**src/rtl/pipelined_adder_pkg.sv**
```systemverilog
// Shared constants and elaboration helpers for the pipelined adder.
package pipelined_adder_pkg;

  localparam int DEFAULT_WIDTH  = 32;
  localparam int DEFAULT_STAGES = 4;

  function automatic int slice_width(input int width, input int stages);
    return width / stages;
  endfunction

  function automatic bit widths_ok(input int width, input int stages);
    return (width >= 1) && (stages >= 1) && ((width % stages) == 0);
  endfunction

endpackage

```
**src/rtl/pipelined_adder_slice.sv**
```systemverilog
// One carry-chain slice of the pipelined adder: an SW-bit ripple adder of
// full_adder cells, also exposing the carry into its MSB for overflow.
import pipelined_adder_pkg::*;

module full_adder (
  input  logic a,
  input  logic b,
  input  logic cin,
  output logic sum,
  output logic cout
);
  assign sum  = a ^ b ^ cin;
  assign cout = (a & b) | (cin & (a ^ b));
endmodule

module adder_slice #(
  parameter int SW = 8
) (
  input  logic [SW-1:0] a,
  input  logic [SW-1:0] b,
  input  logic          cin,
  output logic [SW-1:0] sum,
  output logic          cout,
  output logic          c_msb_in
);
  logic [SW:0] c;

  assign c[0] = cin;

  for (genvar i = 0; i < SW; i++) begin : g_bit
    full_adder u_fa (
      .a    (a[i]),
      .b    (b[i]),
      .cin  (c[i]),
      .sum  (sum[i]),
      .cout (c[i+1])
    );
  end

  assign cout     = c[SW];
  assign c_msb_in = c[SW-1];
endmodule

```
**src/rtl/pipelined_adder.sv**
```systemverilog
// WIDTH-bit adder split over STAGES register stages with valid/ready flow control.
// Define PIPELINED_ADDER_SUB_EN to add the 'sub' port (a - b as a + ~b + 1).
import pipelined_adder_pkg::*;

module pipelined_adder #(
  parameter int WIDTH  = DEFAULT_WIDTH,
  parameter int STAGES = DEFAULT_STAGES
) (
  input  logic             clk,
  input  logic             rst_n,
  input  logic             in_valid,
  output logic             in_ready,
  input  logic [WIDTH-1:0] a,
  input  logic [WIDTH-1:0] b,
  input  logic             cin,
`ifdef PIPELINED_ADDER_SUB_EN
  input  logic             sub,
`endif
  output logic             out_valid,
  input  logic             out_ready,
  output logic [WIDTH-1:0] sum,
  output logic             cout,
  output logic             overflow
);
  localparam int SW = slice_width(WIDTH, STAGES);

  if (!widths_ok(WIDTH, STAGES)) begin : g_bad_cfg
    $error("pipelined_adder: WIDTH must be >= 1 and divisible by STAGES");
  end

  logic             adv;
  logic             vld_q   [STAGES];
  logic [WIDTH-1:0] sum_q   [STAGES];
  logic             carry_q [STAGES];
  logic [WIDTH-1:0] a_q     [STAGES];
  logic [WIDTH-1:0] b_q     [STAGES];
  logic             ovf_q;

  logic [WIDTH-1:0] b_eff;
  logic             c0;

`ifdef PIPELINED_ADDER_SUB_EN
  assign b_eff = sub ? ~b : b;
  assign c0    = sub ? 1'b1 : cin;
`else
  assign b_eff = b;
  assign c0    = cin;
`endif

  logic [SW-1:0] sl_a  [STAGES];
  logic [SW-1:0] sl_b  [STAGES];
  logic [SW-1:0] sl_s  [STAGES];
  logic          sl_ci [STAGES];
  logic          sl_co [STAGES];
  logic          sl_cm [STAGES];

  for (genvar k = 0; k < STAGES; k++) begin : g_stage
    if (k == 0) begin : g_first
      assign sl_a[0]  = a[SW-1:0];
      assign sl_b[0]  = b_eff[SW-1:0];
      assign sl_ci[0] = c0;
    end else begin : g_rest
      // Later stages see operands and carry as registered by the stage before.
      assign sl_a[k]  = a_q[k-1][k*SW +: SW];
      assign sl_b[k]  = b_q[k-1][k*SW +: SW];
      assign sl_ci[k] = carry_q[k-1];
    end

    adder_slice #(.SW(SW)) u_slice (
      .a        (sl_a[k]),
      .b        (sl_b[k]),
      .cin      (sl_ci[k]),
      .sum      (sl_s[k]),
      .cout     (sl_co[k]),
      .c_msb_in (sl_cm[k])
    );
  end

  assign adv      = !(out_valid && !out_ready);
  assign in_ready = adv;

  always_ff @(posedge clk) begin
    if (!rst_n) begin
      ovf_q <= 1'b0;
      for (int k = 0; k < STAGES; k++) begin
        vld_q[k]   <= 1'b0;
        sum_q[k]   <= '0;
        carry_q[k] <= 1'b0;
        a_q[k]     <= '0;
        b_q[k]     <= '0;
      end
    end else if (adv) begin
      vld_q[0]   <= in_valid;
      sum_q[0]   <= WIDTH'(sl_s[0]);
      carry_q[0] <= sl_co[0];
      a_q[0]     <= a;
      b_q[0]     <= b_eff;
      for (int k = 1; k < STAGES; k++) begin
        vld_q[k]               <= vld_q[k-1];
        sum_q[k]               <= sum_q[k-1];
        sum_q[k][k*SW +: SW]   <= sl_s[k];
        carry_q[k]             <= sl_co[k];
        a_q[k]                 <= a_q[k-1];
        b_q[k]                 <= b_q[k-1];
      end
      ovf_q <= sl_co[STAGES-1] ^ sl_cm[STAGES-1];
    end
  end

  assign out_valid = vld_q[STAGES-1];
  assign sum       = sum_q[STAGES-1];
  assign cout      = carry_q[STAGES-1];
  assign overflow  = ovf_q;

endmodule

```
**config.mk**
```make
export PLATFORM = sky130hd
export DESIGN_NAME = pipelined_adder
export DESIGN_NICKNAME = d
export VERILOG_FILES = /design/src/rtl/pipelined_adder_pkg.sv /design/src/rtl/pipelined_adder_slice.sv /design/src/rtl/pipelined_adder.sv
export SDC_FILE = /design/constraint.sdc
export NUM_CORES = 1
export LEC_CHECK = 0
export ABC_CLOCK_PERIOD_IN_PS = 16160
export BUFFER_PORTS_ARGS = -buffer_cell sky130_fd_sc_hd__buf_2
export CORE_MARGIN = 1.5
export CORE_UTILIZATION = 55
export DETAILED_ROUTE_END_ITERATION = 10
export HOLD_SLACK_MARGIN = 0.02
export PLACE_DENSITY = 0.86
export SYNTH_ARGS = -nofsm -noshare
export SYNTH_HDL_FRONTEND = slang
export SYNTH_SLANG_ARGS = --single-unit
```
**constraint.sdc**
```tcl
create_clock -name clk -period 16.16 [get_ports clk]
set_input_delay 3.232 -clock clk [delete_from_list [all_inputs] [get_ports clk]]
set_output_delay 3.232 -clock clk [all_outputs]
set_load 0.02 [all_outputs]
```
==> impl_metrics.toml, run 1 <==
[outcome]
outcome = "completed"

[layout]
diodes = 0
nNetsFinal = 669
drive_gt1_share_pct = 23.9
fill_cells = 1036
syn_to_final_growth_pct = 14.0
fin_area_um2 = 8790
final_util_pct = 63.8

[critical_path]
slowest_delay_ps = 390
path_buf_inv = 3
critPathTopFamily = "buffers and inverters"
worst_path_most_repeated_cell = "buf_2"
crit_type = "in -> out"
crit_fanout = 75
crit_chain = "buf_2 -> nor2b_4 -> inv_4 -> buf_2"
cp.required_ps = 12930
crit_arrival_ps = 4060
worst_path_max_delay_cell = "inv_4"
startpoint_type = "input port"
critPathCaptureType = "primary output"

[logic_synthesis]
synth_area_per_cell_um2 = 16.0
synth_cells = 482
synth.cell_area_um2 = 7710
synth-compound-area-share_pct = 0.811
synth_top_family_by_area = "simple AND/OR/NAND/NOR gates"
muxShareOfSynthArea_pct = 0
yosysSeqAreaShare_pct = 71.1
synth_xor_area_share_pct = 0.114
synth_edf_count = 178
ys_top_cells_by_count = "edfxtp_1, and3_1, fa_1"
synth.ff_latch_count = 185
synth_area_leader_cell = "edfxtp_1"
post-synth-top-count-cell = "edfxtp_1"
synth-adder-area-share_pct = 8.30
ys_types = 18
synthTopCellsByArea = "edfxtp_1, and3_1, fa_1"
synth_top_area_share_pct = 69.3
syn-num-nets = 583
yosys.area_share.simple_pct = 14.9
ys_async_sr_fraction_pct = 0
synth_ff_type = "edfxtp_1"
yosys_warnings = 0

[grt]
antenna_found_initial = 0
grt_use_total_pct = 16.9
grt-ovfl-total = 0
grt_pass1_wl_mm = 18.6
grt_max_degree = 111
grt_pass1_vias = 3792

[clock_network]
cts.hold.buffers_added = 0
root_buffer = "clkbuf_16"
cts_resized = 0
clk_latency_ps = 420
clk_pin_slew_ps = 60
clkSinkCount = 185
cts_tree = "built"
htree_levels = 4
clockBufferDepth = 2
post_cts_buffers = 0
cts_buffers = 17

[sta]
setup_tns_ps = 0
final.setup.worst_slack_ps = 8860
period_share_pct = 45.1
max_freq_ghz = 0.137
hold_violations = 0
setup_viol = 0
fin_skew_ps = 6.20
fin_crit_ps = 7300
slew_headroom_pct = 16.0
tightest_slew_ps = 1260
maxSlewViolCount = 0
rsz0062_at_grt = "no"

[power_and_ir_drop]
pwr_density_cell_nw_per_um2 = 115
netSwitchingPower_uw = 207
p_leak_nw = 4.34
clock_power_share_pct = 38.7
intPower_uw = 807
p_total_mw = 1.01
vdd_drop_max_mv = 0.0676
swShare_pct = 20.4
p_comb_share_pct = 5.7
share_seq_of_total_power_pct = 55.6

[floorplanning]
chipHeight_um = 121
die_x_um = 121
start_util_pct = 56.0
rows = 43
core_um2 = 13800
io-pin-count = 105
die_area_um2 = 14700

[hold_path]
hp-class = "reg -> reg"

[route]
drc = 0
dr.pass1.iters = 4
routed_via_density = 5.25
vias = 3995
initialDrtViolationCount = 347
ant_nets = 0
drt_wl_total_mm = 12.0
wire_per_inst_um = 15.7

[placement]
io_buffers = 104
place_ws_ps = 8860
post_dp_cell_area_um2 = 8230
dpl.hpwl_mm = 7.21
gp_congestion = 0.778

[job]
maxCapViolCount = 0
## kinds of logic after synthesis
| kind of cell | after synthesis |
|---|---|
| AO/OA/AOI/OAI | 8 |
| XOR/XNOR | 1 |
| adder cells (fa/ha/maj) | 32 |
| buffers and inverters | 66 |
| flip-flops | 185 |
| AND/OR/NAND/NOR | 190 |
## worst reg2reg max path: stages, from the launching register on
cell,delay (ps)
edfxtp_1,390
fa_1,430
fa_1,460
fa_1,470
fa_1,460
fa_1,430
inv_1,110
fa_1,220
inv_1,80
fa_1,490
fa_1,490
and3_1,170
## layer usage
layer	wire length, µm	GRT usage (%)	vias up	share of wire (%)
li1	-	-	1929	-
met1	4980	21.9	1918	42
met4	374	8.60	0	3.1
met3	550	4.23	30	4.6
met5	0	0	-	0
met2	6050	26.8	118	51
## cell usage in the layout (no fill, tap or decap)
master	Yosys	final
o211a_1	3	3
nor2b_4	1	1
and3_1	171	171
xnor2_1	1	1
inv_4	0	1
fa_1	32	32
buf_4	2	4
nand2_1	11	10
bufinv_16	0	1
buf_2	0	103
clkinv_1	0	1
dfxtp_1	7	7
edfxtp_1	178	178
a21oi_1	1	1
nor2_1	7	7
clkinvlp_4	0	2
clkbuf_8	0	3
clkinv_2	0	3
nand2_4	0	1
inv_6	0	3
o21ai_0	1	1
a21boi_0	3	3
clkbuf_1	20	2
clkbuf_16	0	17
inv_1	25	25
## final timing paths
path	from	endpoint	slack, ps	cells past startpoint
worst min register to register	vld_q[2]$_DFF_P_	vld_q[2]$_DFF_P_	480	2
worst min-delay path	vld_q[2]$_DFF_P_	vld_q[2]$_DFF_P_	480	2
worst max-delay path	out_ready	in_ready	8860	4
worst max register to register	a_q[0][88]$_SDFFCE_PN0P_	sum_q[3][31]$_SDFFCE_PN0P_	11710	11
## final cells by class
class	count	area (µm²)	area share [%]
clock buffers	22	474	5.39
clock inverters	10	90.1	1.02
inverters	26	100	1.14
multi-input cells	231	1870	21.3
flip-flops and latches	185	5490	62.4
well taps	180	225	2.56
repair buffers	107	546	6.21
## stage by stage
| step | instances | hold slack, ps |
|---|---|---|
| after floorplan | 482 | 436 |
| after global placement | 729 | 452 |
| after detailed placement | 729 | 468 |
| after CTS | 761 | 477 |
| after global routing | 761 | 498 |
| final | 761 | 483 |
## power by group through the flow
stage	Combinational (mW)	Clock, mW	Sequential (mW)
5_1_grt	0.0658	0.415	0.566
2_1_floorplan	0.0321	0	0.577
4_1_cts	0.0591	0.398	0.564
6_report	0.0581	0.392	0.564
3_5_place_dp	0.0583	0	0.574
3_3_place_gp	0.0553	0	0.573
## state kept, by name, indices dropped and copies added, names as in the netlist
register and cells:
overflow 1, carry_q 4, vld_q 4, sum_q 80, b_q 48, a_q 48
(Power assumes the default switching activity.)
==> inputs of run 2 (changes only) <==
ABC_AREA = 1   (was not set)
ABC_CLOCK_PERIOD_IN_PS = 6900   (was 16160)
PLACE_DENSITY = 0.85   (was 0.86)
clock period = 6.9 ns   (was 16.16 ns; I/O delays follow)
==> impl_metrics.toml, run 2 <==
[sta]
fin_skew_ps = 12.1
setup_tns_ps = 0
maxSlewViolCount = 0
period_share_pct = 64.3
hold_violations = 0
fin_crit_ps = 4440
rsz0062_at_grt = "no"
slew_headroom_pct = 25.6
setup_viol = 0
max_freq_ghz = 0.225
tightest_slew_ps = 1120

[route]
drt_wl_total_mm = 11.3
ant_nets = 0
drc = 0
dr.pass1.iters = 4
routed_via_density = 4.35
vias = 4243
wire_per_inst_um = 11.6
initialDrtViolationCount = 297

[logic_synthesis]
synth_area_leader_cell = "edfxtp_1"
synth_ff_type = "edfxtp_1"
syn-num-nets = 746
yosys_warnings = 0
synth.ff_latch_count = 185
synth_cells = 645
ys_async_sr_fraction_pct = 0
synth_top_area_share_pct = 61.5
synth_area_per_cell_um2 = 13.5
synth_edf_count = 178
ys_top_cells_by_count = "inv_1, edfxtp_1, nor2_4"
synthTopCellsByArea = "edfxtp_1, nor2_4, inv_1"
ys_types = 14
synth.cell_area_um2 = 8700
yosysSeqAreaShare_pct = 63.1
post-synth-top-count-cell = "inv_1"

[layout]
top_regs = "sum_q (80), a_q (48), b_q (48)"
fin_area_um2 = 9800
regMostFlops = "sum_q"
syn_to_final_growth_pct = 12.6
largest_reg_flops = 80
final_cell_mix = "inv_1, edfxtp_1, buf_2"
layout.cells.non_filler = 976
nNetsFinal = 853
drive_gt1_share_pct = 31.1
mostFrequentLayoutCell = "inv_1"
diodes = 0

[clock_network]
htree_levels = 4
cts.hold.buffers_added = 0
post_cts_buffers = 0
clk_latency_ps = 430
clk_pin_slew_ps = 70
cts_resized = 0
cts_buffers = 17
clockBufferDepth = 2
cts_tree = "built"
clkSinkCount = 185
root_buffer = "clkbuf_16"

[critical_path]
crit_type = "in -> reg"
slowest_delay_ps = 440
crit_arrival_ps = 4710
worst_path_max_delay_cell = "fa_1"
cp.required_ps = 7170
worst_path_most_repeated_cell = "fa_1"
startpoint_type = "input port"
crit_fanout = 1
critPathCaptureType = "flip-flop"
crit_chain = "buf_2 -> fa_1 -> fa_1 -> fa_1 -> fa_1 -> fa_1 -> inv_1 -> fa_1 -> inv_1 -> fa_1 -> inv_1 -> fa_1 -> nor2_1"

[power_and_ir_drop]
clock_power_share_pct = 36.7
pwr_density_cell_nw_per_um2 = 248
netSwitchingPower_uw = 549
vdd_drop_max_mv = 0.164
swShare_pct = 22.6
p_leak_nw = 4.29
share_seq_of_total_power_pct = 54.4
intPower_mw = 1.88
p_comb_share_pct = 8.9

[placement]
gp_congestion = 0.724
dp_cells = 944
dpl.hpwl_mm = 7.38
post_dp_cell_area_um2 = 9260
io_buffers = 104

[floorplanning]
die_area_um2 = 16600
core_um2 = 15300
rows = 45
start_util_pct = 56.8
chipHeight_um = 129
die_x_um = 129
io-pin-count = 105

[job]
maxCapViolCount = 0

[hold_path]
hp-class = "reg -> reg"

[grt]
grt_pass1_vias = 4183
grt_max_degree = 106
antenna_found_initial = 0
grt_use_total_pct = 15.1
grt-ovfl-total = 0
grt_pass1_wl_mm = 18.8

[outcome]
outcome = "completed"
[run 2: changes by cell type after synthesis, sizes merged]
cell and delta:
clkbuf -23, buf +2, xnor2 -1, nor2 +172
nand2 +14, inv +178, o21ai -1, a21boi -3
and3 -171, o211a -3, nor2b -1
[run 2: path summary, 6_finish.rpt]
check | depth (start not counted) | to | slack, ps | start
max | 13 | sum_q[0][7]$_SDFFCE_PN0P_ | 2460 | a[0]
max reg2reg | 12 | carry_q[3]$_DFFE_PP_ | 2470 | a_q[0][88]$_SDFFCE_PN0P_
min reg2reg | 2 | vld_q[2]$_DFF_P_ | 450 | vld_q[1]$_DFF_P_
min | 2 | vld_q[2]$_DFF_P_ | 450 | vld_q[1]$_DFF_P_
[run 2: cell families (layout without fill, tap and decap cells)]
logic type | after synthesis | in the layout | share of synthesized area, %
AO/OA/AOI/OAI | 1 | 1 | 0.187
flip-flops | 185 | 185 | 63.1
buffers and inverters | 223 | 343 | 11.9
adder cells (fa/ha/maj) | 32 | 32 | 7.37
AND/OR/NAND/NOR | 204 | 204 | 17.4
[run 2: critical path: cells and delay by family]
family,cells,cell delay (ps)
buffers and inverters,4,310
adder cells (fa/ha/maj),8,2910
AND/OR/NAND/NOR,1,110
[run 2: layout make-up]
cell class,count,area [µm²]
inverters,204,778
flip-flops and latches,185,5490
clock inverters,11,98.8
repair buffers,107,556
fillers,1162,5520
clock buffers,21,440
multi-input cells,237,2170
well taps,211,264
[run 2: through the flow]
step / utilization [%] / power [mW] / hold WS (ps) / setup WS (ps)
6_report: 64.0 / 2.43 / 451 / 2460
5_1_grt: 64.0 / 2.52 / 466 / 2300
4_1_cts: 64.0 / 2.45 / 454 / 2440
3_5_place_dp: 60.4 / 1.56 / 443 / 1950
3_3_place_gp: 60.4 / 1.55 / 428 / 2110
2_1_floorplan: - / 1.52 / 419 / 1180
[run 2: metal layers]
metal  vias to the layer above  GRT usage (%)  share of wire (%)
li1                       2128              -                  -
met3                        24           3.87                5.4
met2                       114           25.3                 51
met5                         -              0                  0
met4                         0           7.87                2.4
met1                      1977           18.3                 41
[run 2: power by group through the flow]
| stage | clock network [mW] | registers [mW] | logic, mW |
|---|---|---|---|
| after global placement | 0 | 1.34 | 0.209 |
| after detailed placement | 0 | 1.35 | 0.219 |
| after global routing | 0.954 | 1.33 | 0.243 |
| after CTS | 0.911 | 1.32 | 0.220 |
| final | 0.891 | 1.32 | 0.216 |
| after floorplan | 0 | 1.35 | 0.164 |
